File: src/rtl/alu_ctrl_issue.sv
// rtl/alu_ctrl_issue.sv - MIPS execute-stage ALU control/operand issue unit with 2-entry skid buffer
module alu_ctrl_issue #(
  parameter int CANT_BITS_ALU_CONTROL = 4,
  parameter int CANT_BITS_DATO        = 32,
  parameter int CANT_BITS_CONTADOR    = 8
) (
  input  logic                             i_clock,
  input  logic                             i_reset,
  input  logic                             i_valid,
  output logic                             o_ready,
  input  logic [5:0]                       i_opcode,
  input  logic [5:0]                       i_funct,
  input  logic [4:0]                       i_shamt,
  input  logic [15:0]                      i_inmediato,
  input  logic [CANT_BITS_DATO-1:0]        i_rs_data,
  input  logic [CANT_BITS_DATO-1:0]        i_rt_data,
  input  logic                             i_flush,
  input  logic                             i_ready,
  output logic                             o_valid,
  output logic [CANT_BITS_ALU_CONTROL-1:0] o_ALUCtrl,
  output logic [CANT_BITS_DATO-1:0]        o_datoA,
  output logic [CANT_BITS_DATO-1:0]        o_datoB,
  output logic                             o_ilegal,
  output logic [CANT_BITS_CONTADOR-1:0]    o_cont_ilegal
);

  typedef enum logic [1:0] {EMPTY, BUSY, FULL} state_t;

  state_t                           state;
  logic [CANT_BITS_ALU_CONTROL-1:0] dec_code, skid_code;
  logic [CANT_BITS_DATO-1:0]        dec_a, dec_b, skid_a, skid_b;
  logic                             dec_ilegal, skid_ilegal;
  logic [CANT_BITS_DATO-1:0]        imm_sext, imm_zext, shamt_zext, rs_sh_zext;
  logic                             up_xfer, dn_xfer;

  assign imm_sext   = {{(CANT_BITS_DATO-16){i_inmediato[15]}}, i_inmediato};
  assign imm_zext   = {{(CANT_BITS_DATO-16){1'b0}}, i_inmediato};
  assign shamt_zext = {{(CANT_BITS_DATO-5){1'b0}}, i_shamt};
  assign rs_sh_zext = {{(CANT_BITS_DATO-5){1'b0}}, i_rs_data[4:0]};

  assign up_xfer = i_valid & o_ready & ~i_flush;
  assign dn_xfer = o_valid & i_ready;

  // Unrecognised encodings fall through to the ADD-like default with o_ilegal set.
  always_comb begin
    dec_code   = 4'b0010;
    dec_a      = i_rs_data;
    dec_b      = i_rt_data;
    dec_ilegal = 1'b0;
    case (i_opcode)
      6'b000000: begin
        case (i_funct)
          6'b000000: begin dec_code = 4'b1011; dec_a = i_rt_data; dec_b = shamt_zext; end
          6'b000010: begin dec_code = 4'b1100; dec_a = i_rt_data; dec_b = shamt_zext; end
          6'b000011: begin dec_code = 4'b1101; dec_a = i_rt_data; dec_b = shamt_zext; end
          6'b000100: begin dec_code = 4'b1011; dec_a = i_rt_data; dec_b = rs_sh_zext; end
          6'b000110: begin dec_code = 4'b1100; dec_a = i_rt_data; dec_b = rs_sh_zext; end
          6'b000111: begin dec_code = 4'b1101; dec_a = i_rt_data; dec_b = rs_sh_zext; end
          6'b100000, 6'b100001: dec_code = 4'b0010;
          6'b100010, 6'b100011: dec_code = 4'b0110;
          6'b100100: dec_code = 4'b0000;
          6'b100101: dec_code = 4'b0001;
          6'b100110: dec_code = 4'b1001;
          6'b100111: dec_code = 4'b1010;
          6'b101010: dec_code = 4'b0111;
          6'b001000, 6'b001001: begin dec_code = 4'b1110; dec_b = '0; end
          default: dec_ilegal = 1'b1;
        endcase
      end
      6'b001000, 6'b001001: begin dec_code = 4'b0010; dec_b = imm_sext; end
      6'b001010: begin dec_code = 4'b0111; dec_b = imm_sext; end
      6'b001100: begin dec_code = 4'b0000; dec_b = imm_zext; end
      6'b001101: begin dec_code = 4'b0001; dec_b = imm_zext; end
      6'b001110: begin dec_code = 4'b1001; dec_b = imm_zext; end
      6'b001111: begin dec_code = 4'b1000; dec_a = '0; dec_b = imm_zext; end
      6'b100000, 6'b100001, 6'b100011, 6'b100100, 6'b100101, 6'b100111,
      6'b101000, 6'b101001, 6'b101011: begin dec_code = 4'b0010; dec_b = imm_sext; end
      6'b000100, 6'b000101: dec_code = 4'b0110;
      default: dec_ilegal = 1'b1;
    endcase
  end

  always_ff @(posedge i_clock or negedge i_reset) begin
    if (!i_reset) begin
      state       <= EMPTY;
      o_ready     <= 1'b1;
      o_valid     <= 1'b0;
      o_ilegal    <= 1'b0;
      o_ALUCtrl   <= '0;
      o_datoA     <= '0;
      o_datoB     <= '0;
      skid_code   <= '0;
      skid_a      <= '0;
      skid_b      <= '0;
      skid_ilegal <= 1'b0;
    end else if (i_flush) begin
      state       <= EMPTY;
      o_ready     <= 1'b1;
      o_valid     <= 1'b0;
      o_ilegal    <= 1'b0;
      skid_code   <= '0;
      skid_a      <= '0;
      skid_b      <= '0;
      skid_ilegal <= 1'b0;
    end else begin
      case (state)
        EMPTY: begin
          if (up_xfer) begin
            state     <= BUSY;
            o_valid   <= 1'b1;
            o_ALUCtrl <= dec_code;
            o_datoA   <= dec_a;
            o_datoB   <= dec_b;
            o_ilegal  <= dec_ilegal;
          end
        end
        BUSY: begin
          if (up_xfer && dn_xfer) begin
            o_ALUCtrl <= dec_code;
            o_datoA   <= dec_a;
            o_datoB   <= dec_b;
            o_ilegal  <= dec_ilegal;
          end else if (dn_xfer) begin
            state    <= EMPTY;
            o_valid  <= 1'b0;
            o_ilegal <= 1'b0;
          end else if (up_xfer) begin
            // Main register is stalled, so the new bundle parks in the skid entry.
            state       <= FULL;
            o_ready     <= 1'b0;
            skid_code   <= dec_code;
            skid_a      <= dec_a;
            skid_b      <= dec_b;
            skid_ilegal <= dec_ilegal;
          end
        end
        FULL: begin
          if (dn_xfer) begin
            state     <= BUSY;
            o_ready   <= 1'b1;
            o_ALUCtrl <= skid_code;
            o_datoA   <= skid_a;
            o_datoB   <= skid_b;
            o_ilegal  <= skid_ilegal;
          end
        end
        default: begin
          state   <= EMPTY;
          o_ready <= 1'b1;
          o_valid <= 1'b0;
        end
      endcase
    end
  end

  always_ff @(posedge i_clock or negedge i_reset) begin
    if (!i_reset) begin
      o_cont_ilegal <= '0;
    end else if (up_xfer && dec_ilegal && (o_cont_ilegal != {CANT_BITS_CONTADOR{1'b1}})) begin
      o_cont_ilegal <= o_cont_ilegal + 1'b1;
    end
  end

endmodule

File: config.mk
export PLATFORM = sky130hd
export DESIGN_NAME = alu_ctrl_issue
export DESIGN_NICKNAME = d
export VERILOG_FILES = /design/src/rtl/alu_ctrl_issue.sv
export SDC_FILE = /design/constraint.sdc
export NUM_CORES = 1
export LEC_CHECK = 0
export ABC_AREA = 1
export CAP_MARGIN = 30
export CORE_MARGIN = 5
export CORE_UTILIZATION = 25
export CTS_CLUSTER_SIZE = 24
export DETAILED_ROUTE_END_ITERATION = 16
export PLACE_DENSITY = 0.51
export SYNTH_ARGS = -nofsm -noshare
export SYNTH_HDL_FRONTEND = slang
export SYNTH_SLANG_ARGS = --single-unit
export TNS_END_PERCENT = 10
File: constraint.sdc
create_clock -name i_clock -period 5.55 [get_ports i_clock]
set_clock_uncertainty 0.15 [all_clocks]
set_input_delay 0.555 -clock i_clock [delete_from_list [all_inputs] [get_ports i_clock]]
set_output_delay 0.555 -clock i_clock [all_outputs]
set_load 0.05 [all_outputs]
# After elaboration in Yosys (flattened, before gate mapping)
# Index checks and enable logic that the tools add are counted.
[word_totals]
ff_bits = 150
input_bits = 102
out_inout_bits = 79
elab_cells = 157
[classes]
add_sub_neg = 1
eq_ne = 52
mux = 59
bitwise_logic = 4
reduce_logical = 29
[ops]
columns = ["cell", "count"]
rows = [
  ["$mux 32", 15],
  ["$pmux 32 s3", 4],
  ["$eq 6x6->1 const B", 18],
  ["$pmux 32 s2", 1],
  ["$eq 6x4->1 const B", 9],
  ["$pmux 4 s10", 1],
  ["$eq 6x3->1 const B", 5],
  ["$mux 4", 7],
  ["$pmux 4 s7", 1],
  ["$mux 1", 18],
  ["$ne 3x3->1 const B", 6],
  ["$reduce_or 18->1", 1],
  ["$reduce_or 17->1", 1],
  ["$reduce_and 4->1", 4],
  ["$ne 2x2->1 const B", 7],
  ["$eq 6x2->1 const B", 2],
  ["$logic_not 6->1", 2],
  ["$mux 2", 6],
  ["$pmux 4 s3", 1],
  ["$reduce_or 12->1", 1],
  ["$reduce_or 2->1", 6],
  ["$reduce_and 5->1", 2],
  ["$pmux 1 s3", 3],
  ["$add 8x1->8 const B", 1],
  ["other kinds (16)", 23],
]

# Depth between registers and ports, before layout
# Gate-level depths: netlist (run 1).
[logic_depth]
word_depth = 9
depth_mapped = 14
ltp_nobuf = 13

# Worst setup path before layout (run 1)
# Ideal clock, no wire load.
[synth_timing]
path_type = "reg2reg"
from = "register o_ready"
to = "register o_datoB[6]"
setup_time_ns = 0.066
arrival_ns = 1.780
required_time_ns = 5.334
setup_slack_ns = 3.554
stages_incl_launch_ff = 11
path_buffers = 2
period_less_slack_ns = 1.996
path_cell_list = "dfstp_2 > nand2_1 > inv_1 > o21ai_0 > nor2_1 > o21ai_4 > buf_4 > buf_2 > a21oi_1 > nand2_1 > nand2_1"
[synth_via]
elab_chain_cells = 5
word_cells_on_any_way = 6
cone_classes = "eq/ne: 2; bitwise: 2; reduce/logical: 2"
[synth_lines]
columns = ["element", "line", "text"]
rows = [
  ["from (decl)", "10", "output logic o_ready,"],
  ["from (signal assigned)", "86", "o_ready <= 1'b1;"],
  ["from (signal assigned)", "98", "o_ready <= 1'b1;"],
  ["from (signal assigned)", "130", "o_ready <= 1'b0;"],
  ["$and 1x1->1 (*) (2 in series)", "41", "assign up_xfer = i_valid & o_ready & ~i_flush;"],
  ["$logic_and 1x1->1", "118", "if (up_xfer && dn_xfer) begin"],
  ["$ne 2x2->1 (no source line)", "-", ""],
  ["$reduce_and 5->1 (no source line) (*)", "-", ""],
  ["to (signal assigned)", "143", "o_datoB <= skid_b;"],
  ["to (decl)", "22", "output logic [CANT_BITS_DATO-1:0] o_datoB,"],
]
# Mark *: on every way between the ends. The rest lies on a longest branch, timed or not.
# A chain may end at the register's enable or synchronous reset.

# Worst setup path after layout (run 1)
[layout_timing]
from = "input i_funct[5]"
to = "register skid_b[31]"
[layout_via]
elab_chain_cells = 9
word_cells_on_any_way = 18
cone_classes = "eq/ne: 7; mux: 7; reduce/logical: 4"
[layout_lines]
columns = ["element", "line", "text"]
rows = [
  ["from (decl)", "12", "input logic [5:0] i_funct,"],
  ["$eq 6x3->1 (tied with other cells)", "52", "case (i_funct)"],
  ["$reduce_or 3->1 (no source line) / $reduce_or 2->1 (equally long branches)", "-", ""],
  ["$pmux 32 s3 (*)", "52", ""],
  ["$pmux 32 s3 (*)", "50", "case (i_opcode)"],
  ["$mux 32 (*)", "127", "end else if (up_xfer) begin"],
  ["$mux 32 (*)", "123", "end else if (dn_xfer) begin"],
  ["$mux 32 (*)", "118", ""],
  ["$mux 32 (*)", "106", "case (state)"],
  ["$mux 32 (*)", "96", "end else if (i_flush) begin"],
  ["to (signal assigned)", "94", "skid_b <= '0;"],
  ["to (signal assigned)", "103", "skid_b <= '0;"],
  ["to (signal assigned)", "133", "skid_b <= dec_b;"],
  ["to (decl)", "31", "logic [CANT_BITS_DATO-1:0] dec_a, dec_b, skid_a, skid_b;"],
]
# Mark *: on every way between the ends. The rest lies on a longest branch, timed or not. The select of a mux whose other input is x is not followed.

==> flow_summary.json, run 1 <==
{
  "hp-class": "register to register",
  "layout_commonest_cell": "nand2_1",
  "finalSetupTns_ns": 0,
  "final_cell_mix": "400 x nand2_1, 179 x clkdlybuf4s50_1, 149 x dfrtp_1, 110 x nor2_1, 89 x nand3_1",
  "power.density_nw_per_um2": 508,
  "tritoncts": "yes",
  "synth_area_leaders": "dfrtp_1 46%, nand2_1 19%, nand3_1 5.5%, nor2_1 5.1%, a21oi_1 4.8%",
  "antenna_found_initial": 5,
  "numCtsBuffers": 17,
  "drive_gt1_frac": 0.0766,
  "clock_power_share": 0.223,
  "finalHoldViolations": 0,
  "core_sq_um": 32300,
  "multi_input_area_sq_um": 3790,
  "worstPathRequired_ns": 5.66,
  "power_switching_w": 0.00251,
  "ys_seq_area_frac": 0.463,
  "ys_ff_latch": 150,
  "cp_max_fo": 34,
  "ios": 181,
  "fillers": 3412,
  "dp_hpwl_um": 20000,
  "synth_edf_count": 0,
  "status": "completed",
  "combPwrFrac": 0.476,
  "critPathLaunchType": "input port",
  "post-route-min-period_ns": 3.01,
  "seq_area_sq_um": 3750,
  "drc": 0,
  "die_area_sq_um": 36200,
  "port_buffers": 180,
  "yosys_most_used_dff": "dfrtp_1",
  "rsz0062_at_grt": "no",
  "grt_pass1_vias": 7271,
  "setup_ws_ns": 2.54,
  "die_w_um": 190,
  "num_vias": 7596,
  "p_int_w": 0.00306,
  "critPathKind": "input port to register",
  "min_period_over_period": 0.543,
  "dp_slack_ns": 2.04,
  "drt_iter0_drc": 596,
  "cap_viol_max_count": 0,
  "grt_pass1_wl_um": 43500,
  "fmax_mhz": 332,
  "peakVddDrop_mv": 0.211,
  "area_growth_pct": 35.1,
  "arrival_ns": 3.13,
  "dr.pass1.iters": 5,
  "seq_power_share": 0.301,
  "nNetsFinal": 1363,
  "postRouteAntennaNets": 0,
  "via_per_inst": 4.44,
  "avgSynthCellArea_sq_um": 7.35,
  "finalSetupViolations": 0,
  "post-cts-setup-buffers": 0,
  "yosysUniqueCellTypes": 37,
  "rows": 66,
  "ys_warn_count": 0,
  "avgRoutedWirePerCell_um": 16.5,
  "yosys.area.top_type": "dfrtp_1",
  "cts_hold_buf": 1,
  "die_height_um": 190,
  "postSynthCellCount": 1104,
  "wl_um": 28200,
  "overflow": 0,
  "syn-num-nets": 1211,
  "initial_utilization": 0.251,
  "track_usage": 0.154,
  "worstMarginPinSlew_ns": 0.929,
  "place_congestion": 0.842,
  "drv_slew": 0,
  "async_flop_share": 1.00,
  "ctsResizeCount": 0,
  "max-slew-margin-rel": 0.381,
  "h-tree-depth": 4,
  "clk_latency_ns": 0.42,
  "clkSlewWorstSetupHoldPaths_ns": 0.06,
  "sw_frac_of_total": 0.451,
  "clock-sinks": 150,
  "clock-root-buffer": "clkbuf_16",
  "yosysTopAreaCellShare": 0.460,
  "grt_max_degree": 79,
  "end_kind": "register",
  "p_leak_nw": 5.45,
  "netlist_area_sq_um": 8110,
  "clockBufferDepth": 2
}
==> critical path, cell delays in order <==
cell and delay, ns:
clkdlybuf4s50_1 0.44, nor2_2 0.19, nand2_1 0.13, nor2_4 0.67, inv_2 0.10, nand2_1 0.10, nand2_1 0.26, inv_2 0.21
nor2_8 0.13, nand2_1 0.12, nand2_1 0.05, nand2_1 0.07, o21ai_0 0.09
==> sequential cells by signal, summed over array words and instances (netlist names), 2 cells and up <==
register       count
o_datoA           32
o_datoB           32
skid_a            32
skid_b            32
o_cont_ilegal      8
o_ALUCtrl          4
skid_code          4
state              2
==> per-layer routing <==
metal  part of all wire  up-vias  GRT usage
met2               0.46      161      0.238
met1               0.47     3579      0.212
met5            0.00082        -          0
met4              0.017        4     0.0456
met3              0.057       27     0.0437
li1                   -     3825          -
==> power groups by stage <==
| stage | logic (W) | clock network [W] | registers, W |
|---|---|---|---|
| finish | 0.00265 | 0.00124 | 0.00167 |
| floorplan | 0.000894 | 0 | 0.00251 |
| global placement | 0.00266 | 0 | 0.00169 |
| CTS | 0.00269 | 0.00128 | 0.00168 |
| global route | 0.00288 | 0.00133 | 0.00172 |
| detailed placement | 0.00267 | 0 | 0.00169 |
==> final timing paths <==
path                       slack (ns)                      end  depth (start not counted)                   start
min in group asynchronous        0.34   skid_a[20]$_DFFE_PN0P_                          2                 i_reset
min reg2reg                      0.33   skid_b[16]$_DFFE_PN0P_                          2  skid_b[16]$_DFFE_PN0P_
max reg2reg                      2.79  o_datoA[25]$_DFFE_PN0P_                          7    state[1]$_DFFE_PN0P_
max in group asynchronous        4.13    skid_b[6]$_DFFE_PN0P_                          4                 i_reset
min                              0.33   skid_b[16]$_DFFE_PN0P_                          2  skid_b[16]$_DFFE_PN0P_
max                              2.54   skid_b[31]$_DFFE_PN0P_                         13              i_funct[5]
==> cells in the mapped netlist (all sizes together) (2+ instances only) <==
cell type  instances
nand2            424
dfrtp            149
nor2             118
nand3             91
a21oi             78
inv               76
o21ai             56
buf               31
clkbuf            28
a22o              23
nand4              8
ha                 5
xor2               4
nor3               3
xnor2              3
o211ai             2
==> cells by family after synthesis <==
logic type      after synthesis  share of synthesized area
compound gates              162                      0.117
fa+ha+maj                     5                    0.00771
xor+xnor                      7                    0.00756
flops                       150                      0.463
buf+inv                     135                     0.0725
simple gates                645                      0.333
==> stage by stage <==
step                hold slack (ns)  cells  area [sq um]  utilization  total power [W]
global route                  0.331   1712         11000        0.339          0.00593
detailed placement            0.214   1677         10300        0.319          0.00437
CTS                           0.331   1708         10900        0.338          0.00564
global placement              0.216   1675         10200        0.317          0.00435
floorplan                     0.109   1104          8110            -          0.00341
finish                        0.332   1712         11000        0.339          0.00557
==> area by class of cell <==
cell class              count  area share
multi-input cells         819       0.346
flip-flops and latches    150       0.343
repair buffers            192       0.178
well taps                 442      0.0505
clock buffers              19      0.0404
inverters                  76      0.0260
clock inverters            11      0.0160
diodes                      3    0.000685
Note: power is estimated with default switching activity, not from simulation.
==> run 2, diff against run 1 <==
Clock period 5.55 ns to 3.1 ns, I/O delays scaled along.
==> run 2 against run 1 <==
Hold slack got worse by 0.076 ns. Critical path depth shrank 6. Flip-flop and latch count is the same. Setup slack got worse by 1.7 ns.
==> flow_summary.json, run 2 (synthesis results as in run 1) <==
{
  "numCtsBuffers": 17,
  "reg2reg_depth": 7,
  "antenna_found_initial": 3,
  "cp_common_cell": "inv_1",
  "worstSetupStartpoint": "state[1]$_DFFE_PN0P_",
  "die_w_um": 190,
  "finalHoldViolations": 0,
  "wl_met1_um": 12900,
  "cts_hold_buf": 1,
  "worstPathCellList": "inv_1, ha_1, inv_1, nor2_1, o21ai_4, buf_4, a22o_1",
  "hp-class": "input port to async pin",
  "post-route-min-period_ns": 2.30,
  "crit_buf_inv": 3,
  "postRouteAntennaNets": 0,
  "end_kind": "register",
  "h-tree-depth": 4,
  "peakVddDrop_mv": 0.499,
  "drc": 0,
  "ios": 181,
  "critPathLaunchType": "register",
  "top_layer_used": "met5",
  "ctsResizeCount": 0,
  "clock-sinks": 150,
  "cap_viol_max_count": 0,
  "via_per_inst": 4.50,
  "max-slew-margin-rel": 0.386,
  "worstMarginPinSlew_ns": 0.921,
  "p_leak_nw": 5.45,
  "critPathKind": "register to register",
  "cp_slowest_cell": "buf_4",
  "crit_cells": 7,
  "drv_slew": 0,
  "fillers": 3467,
  "area_growth_pct": 34.8,
  "status": "completed",
  "worst_path_largest_cell_delay_ns": 0.48,
  "r2r_slack_ns": 0.80,
  "die_area_sq_um": 36200,
  "port_buffers": 180,
  "avgRoutedWirePerCell_um": 16.4,
  "grt_pass1_vias": 7652,
  "dr.pass1.iters": 5,
  "tritoncts": "yes",
  "clk_latency_ns": 0.42,
  "met2_length_um": 13000,
  "grt_max_degree": 79,
  "track_usage": 0.156,
  "rsz0062_at_grt": "no",
  "cp_max_fo": 34,
  "dp_hpwl_um": 20200,
  "route.met3.wl_um": 1650,
  "drive_gt1_frac": 0.0839,
  "nNetsFinal": 1370,
  "post-route-util": 0.339,
  "overflow": 0,
  "finalSetupTns_ns": 0,
  "power.density_nw_per_um2": 900,
  "path_delay_family": "buffers and inverters",
  "wl_um": 28300,
  "num_vias": 7745,
  "final_cell_mix": "400 x nand2_1, 179 x clkdlybuf4s50_1, 149 x dfrtp_1, 110 x nor2_1, 89 x nand3_1",
  "fmax_mhz": 435,
  "rows": 66,
  "min_period_over_period": 0.742,
  "clock-root-buffer": "clkbuf_16",
  "reg2reg_from": "state[1]$_DFFE_PN0P_",
  "post-cts-setup-buffers": 0,
  "arrival_ns": 2.51,
  "initial_utilization": 0.251,
  "clockBufferDepth": 2,
  "clkSlewWorstSetupHoldPaths_ns": 0.07,
  "core_sq_um": 32300,
  "rr_endpoint": "skid_a[26]$_DFFE_PN0P_",
  "drt_iter0_drc": 489,
  "place_congestion": 0.849,
  "layout_commonest_cell": "nand2_1",
  "finalSetupViolations": 0,
  "die_height_um": 190,
  "crit_path_end": "skid_a[26]$_DFFE_PN0P_",
  "worstPathRequired_ns": 3.31,
  "grt_pass1_wl_um": 44300
}
[run 2: changes by cell type in the layout (fill, tap and decap cells not counted)]
| cell | previous run | this run |
|---|---|---|
| buf_4 | 8 | 16 |
| inv_6 | 2 | 6 |
| buf_16 | 3 | 0 |
| bufinv_16 | 4 | 1 |
| buf_12 | 0 | 2 |
| clkbuf_1 | 1 | 0 |
| clkinv_4 | 2 | 3 |
| diode_2 | 3 | 2 |
| inv_8 | 0 | 1 |
[run 2: worst register-to-register path, stage by stage (launching register included)]
cell and delay (ns):
dfrtp_1 0.40, inv_1 0.08, ha_1 0.20, inv_1 0.14, nor2_1 0.11, o21ai_4 0.42
buf_4 0.49, a22o_1 0.25
[run 2: power breakdown]
group	internal (W)	total, W	switching [W]
sequential	0.00260	0.00300	0.000401
clock	0.00115	0.00208	0.000925
combinational	0.00151	0.00476	0.00325
total	0.00526	0.00984	0.00458
[run 2: layer usage]
metal / GRT usage / vias up
met5: 0 / -
met4: 0.0517 / 2
met3: 0.0407 / 34
met2: 0.246 / 185
met1: 0.210 / 3669
li1: - / 3855
[run 2: how the worst min path moves through the flow]
stage	depth (start not counted)	to
after floorplan	0	o_ALUCtrl[0]$_DFFE_PN0P_
after global placement	1	skid_a[20]$_DFFE_PN0P_
after detailed placement	1	o_datoA[20]$_DFFE_PN0P_
after CTS	2	skid_a[20]$_DFFE_PN0P_
after global routing	2	o_datoA[20]$_DFFE_PN0P_
final	2	o_datoA[20]$_DFFE_PN0P_
[run 2: stage by stage]
stage | setup WS [ns] | total power (W) | area [sq um] | hold WS [ns] | instances
6_report | 0.800 | 0.00984 | 10900 | 0.256 | 1720
5_1_grt | 0.580 | 0.0105 | 10900 | 0.276 | 1720
4_1_cts | 0.784 | 0.00998 | 10900 | 0.265 | 1718
3_5_place_dp | 0.547 | 0.00785 | 10300 | 0.168 | 1685
3_3_place_gp | 0.585 | 0.00783 | 10300 | 0.164 | 1685
2_1_floorplan | 1.10 | 0.00610 | 8110 | -0.136 | 1104
[run 2: cell type report]
type | instances | area (sq um) | share of cell area
Multi-Input combinational cell | 819 | 3790 | 0.346
Sequential cell | 150 | 3750 | 0.343
Timing Repair Buffer | 199 | 1970 | 0.180
Tap cell | 442 | 553 | 0.0506
Clock buffer | 18 | 439 | 0.0402
Inverter | 76 | 285 | 0.0261
Clock inverter | 14 | 140 | 0.0128
Antenna cell | 2 | 5.00 | 0.000458
==> run 3, diff against run 2 <==
Settings changed: PLACE_DENSITY 0.51 to 0.53.
Clock period 3.1 ns to 1.9 ns, I/O delays scaled along.
==> run 3 against run 2 <==
The run now ends with negative setup slack left. Maximum frequency increased by 20%. Global-route usage increased by 0.23 points. Clock power grew 73%. Sequential share of layout area is 3.7 points lower. Final cell count grew 5.6%. Wire length increased by 8.1%. Final area rose by 12%. Sequential power is 65% higher. Non-clock buffer count increased by 94. Hold slack worse by 0.18 ns. Die area unchanged. Critical path type unchanged.
==> flow_summary.json, run 3 (synthesis results as in run 1) <==
{
  "clock-sinks": 150,
  "critPathKind": "register to register",
  "hold-worst-slack_ns": 0.0783,
  "overflow": 0,
  "p_int_w": 0.00967,
  "h-tree-depth": 4,
  "dp.cells": 1759,
  "combPwrFrac": 0.518,
  "core_sq_um": 32300,
  "reg2reg_depth": 10,
  "numCtsBuffers": 17,
  "reg2reg_from": "state[1]$_DFFE_PN0P_",
  "dp_hpwl_um": 21200,
  "num_vias": 8160,
  "finalInstanceArea_sq_um": 12300,
  "track_usage": 0.159,
  "area_growth_pct": 51.3,
  "seq_power_share": 0.279,
  "worstPathRequired_ns": 2.05,
  "grt_pass1_vias": 7858,
  "nNetsFinal": 1464,
  "antenna_found_initial": 5,
  "die_height_um": 190,
  "peakVddDrop_mv": 0.603,
  "grt_max_degree": 77,
  "worstSetupStartpoint": "state[1]$_DFFE_PN0P_",
  "fmax_mhz": 522,
  "hp-class": "input port to async pin",
  "violations": "negative setup slack",
  "avgRoutedWirePerCell_um": 16.8,
  "power_switching_w": 0.00808,
  "critPathLaunchType": "register",
  "drive_gt1_frac": 0.253,
  "status": "complete, but fails checks",
  "drt_iter0_drc": 470,
  "layout_commonest_cell": "nand2_1",
  "ios": 181,
  "end_kind": "register",
  "fillers": 3372,
  "drc": 0,
  "cp_max_fo": 7,
  "cap_viol_max_count": 0,
  "finalSetupViolations": 2,
  "postRouteAntennaNets": 0,
  "clkSlewWorstSetupHoldPaths_ns": 0.07,
  "port_buffers": 180,
  "max-slew-margin-rel": 0.662,
  "clockBufferDepth": 2,
  "wl_um": 30600,
  "rsz0062_at_grt": "yes",
  "worstMarginPinSlew_ns": 0.509,
  "clk_latency_ns": 0.43,
  "dr.pass1.iters": 5,
  "clock-root-buffer": "clkbuf_16",
  "die_w_um": 190,
  "place_congestion": 0.882,
  "arrival_ns": 2.07,
  "min_period_over_period": 1.01,
  "finalHoldViolations": 0,
  "die_area_sq_um": 36200,
  "final_cells": 1816,
  "final_cell_mix": "386 x nand2_1, 144 x dfrtp_1, 133 x buf_4, 100 x clkdlybuf4s50_1, 94 x nor2_1",
  "placed_area_sq_um": 10900,
  "sw_frac_of_total": 0.455,
  "clock_power_share": 0.203,
  "power.density_nw_per_um2": 1450,
  "drv_slew": 0,
  "tritoncts": "yes",
  "initial_utilization": 0.251,
  "via_per_inst": 4.49,
  "finalSetupTns_ns": -0.0183,
  "grt_pass1_wl_um": 45100,
  "rows": 66,
  "setup_ws_ns": -0.0148,
  "post-route-min-period_ns": 1.91,
  "p_leak_nw": 6.19
}
## run 3: cell types whose count changed in the layout (fill, tap and decap cells not counted), moves of 16 or more
cell and change:
a21oi_1 -37, a21oi_2 +36, buf_4 +117, clkdlybuf4s50_1 -79, nor2_1 -16
## run 3: final cells by class
| type | count | area, sq um | share of cell area |
|---|---|---|---|
| Tap cell | 442 | 553 | 0.0450 |
| Timing Repair Buffer | 293 | 2950 | 0.240 |
| Inverter | 76 | 298 | 0.0243 |
| Sequential cell | 150 | 3760 | 0.306 |
| Multi-Input combinational cell | 819 | 4100 | 0.334 |
| Clock inverter | 13 | 169 | 0.0138 |
| Clock buffer | 19 | 443 | 0.0361 |
| Antenna cell | 4 | 10.0 | 0.000815 |
## run 3: final timing paths
check / to / slack, ns
max in group asynchronous: skid_b[16]$_DFFE_PN0P_ / 0.88
min in group i_clock: skid_b[12]$_DFFE_PN0P_ / 0.27
setup / recovery: o_datoA[9]$_DFFE_PN0P_ / -0.01
hold / removal: skid_a[28]$_DFFE_PN0P_ / 0.08
hold reg to reg: o_datoB[25]$_DFFE_PN0P_ / 0.33
setup reg to reg: o_datoA[9]$_DFFE_PN0P_ / -0.01
## run 3: worst max-delay path, cell delays in order (launching register included)
cell and delay (ns):
dfrtp_2 0.47, ha_4 0.19, nor2_4 0.08, o21ai_2 0.06
nor2_2 0.15, o21ai_4 0.12, clkbuf_16 0.19, clkbuf_16 0.17
buf_6 0.12, nand2_1 0.05, nand2_1 0.05
## run 3: stage by stage
step           utilization  setup WS (ns)  power, W
2_1_floorplan            -      -0.000352   0.00999
3_3_place_gp         0.338         -0.369    0.0132
3_5_place_dp         0.338         -0.419    0.0132
4_1_cts              0.360        -0.0487    0.0170
5_1_grt              0.380        -0.0828    0.0188
6_report             0.380        -0.0148    0.0178
## run 3: repair_timing
action / 4_1_cts / 5_1_grt
pin swaps: 4 / 33
endpoints found under the setup margin: 91 / 150
resized for setup: 39 / 105
hold endpoints to repair: 150 / 0
buffers inserted: 1 / 6
hold buffers: 1 / 0
gates cloned: 1 / 13
## run 3: power groups by stage
stage / Clock, W / Sequential, W / Combinational [W]
3_3_place_gp: 0 / 0.00493 / 0.00823
3_5_place_dp: 0 / 0.00494 / 0.00827
4_1_cts: 0.00368 / 0.00491 / 0.00840
5_1_grt: 0.00382 / 0.00509 / 0.00987
2_1_floorplan: 0 / 0.00735 / 0.00264
6_report: 0.00360 / 0.00496 / 0.00919
## run 3: routing by layer
layer	wire, um	global-route usage	up-vias
met2	14700	0.254	178
li1	-	-	4042
met5	20	0	-
met4	472	0.0517	2
met1	14000	0.213	3913
met3	1370	0.0367	25
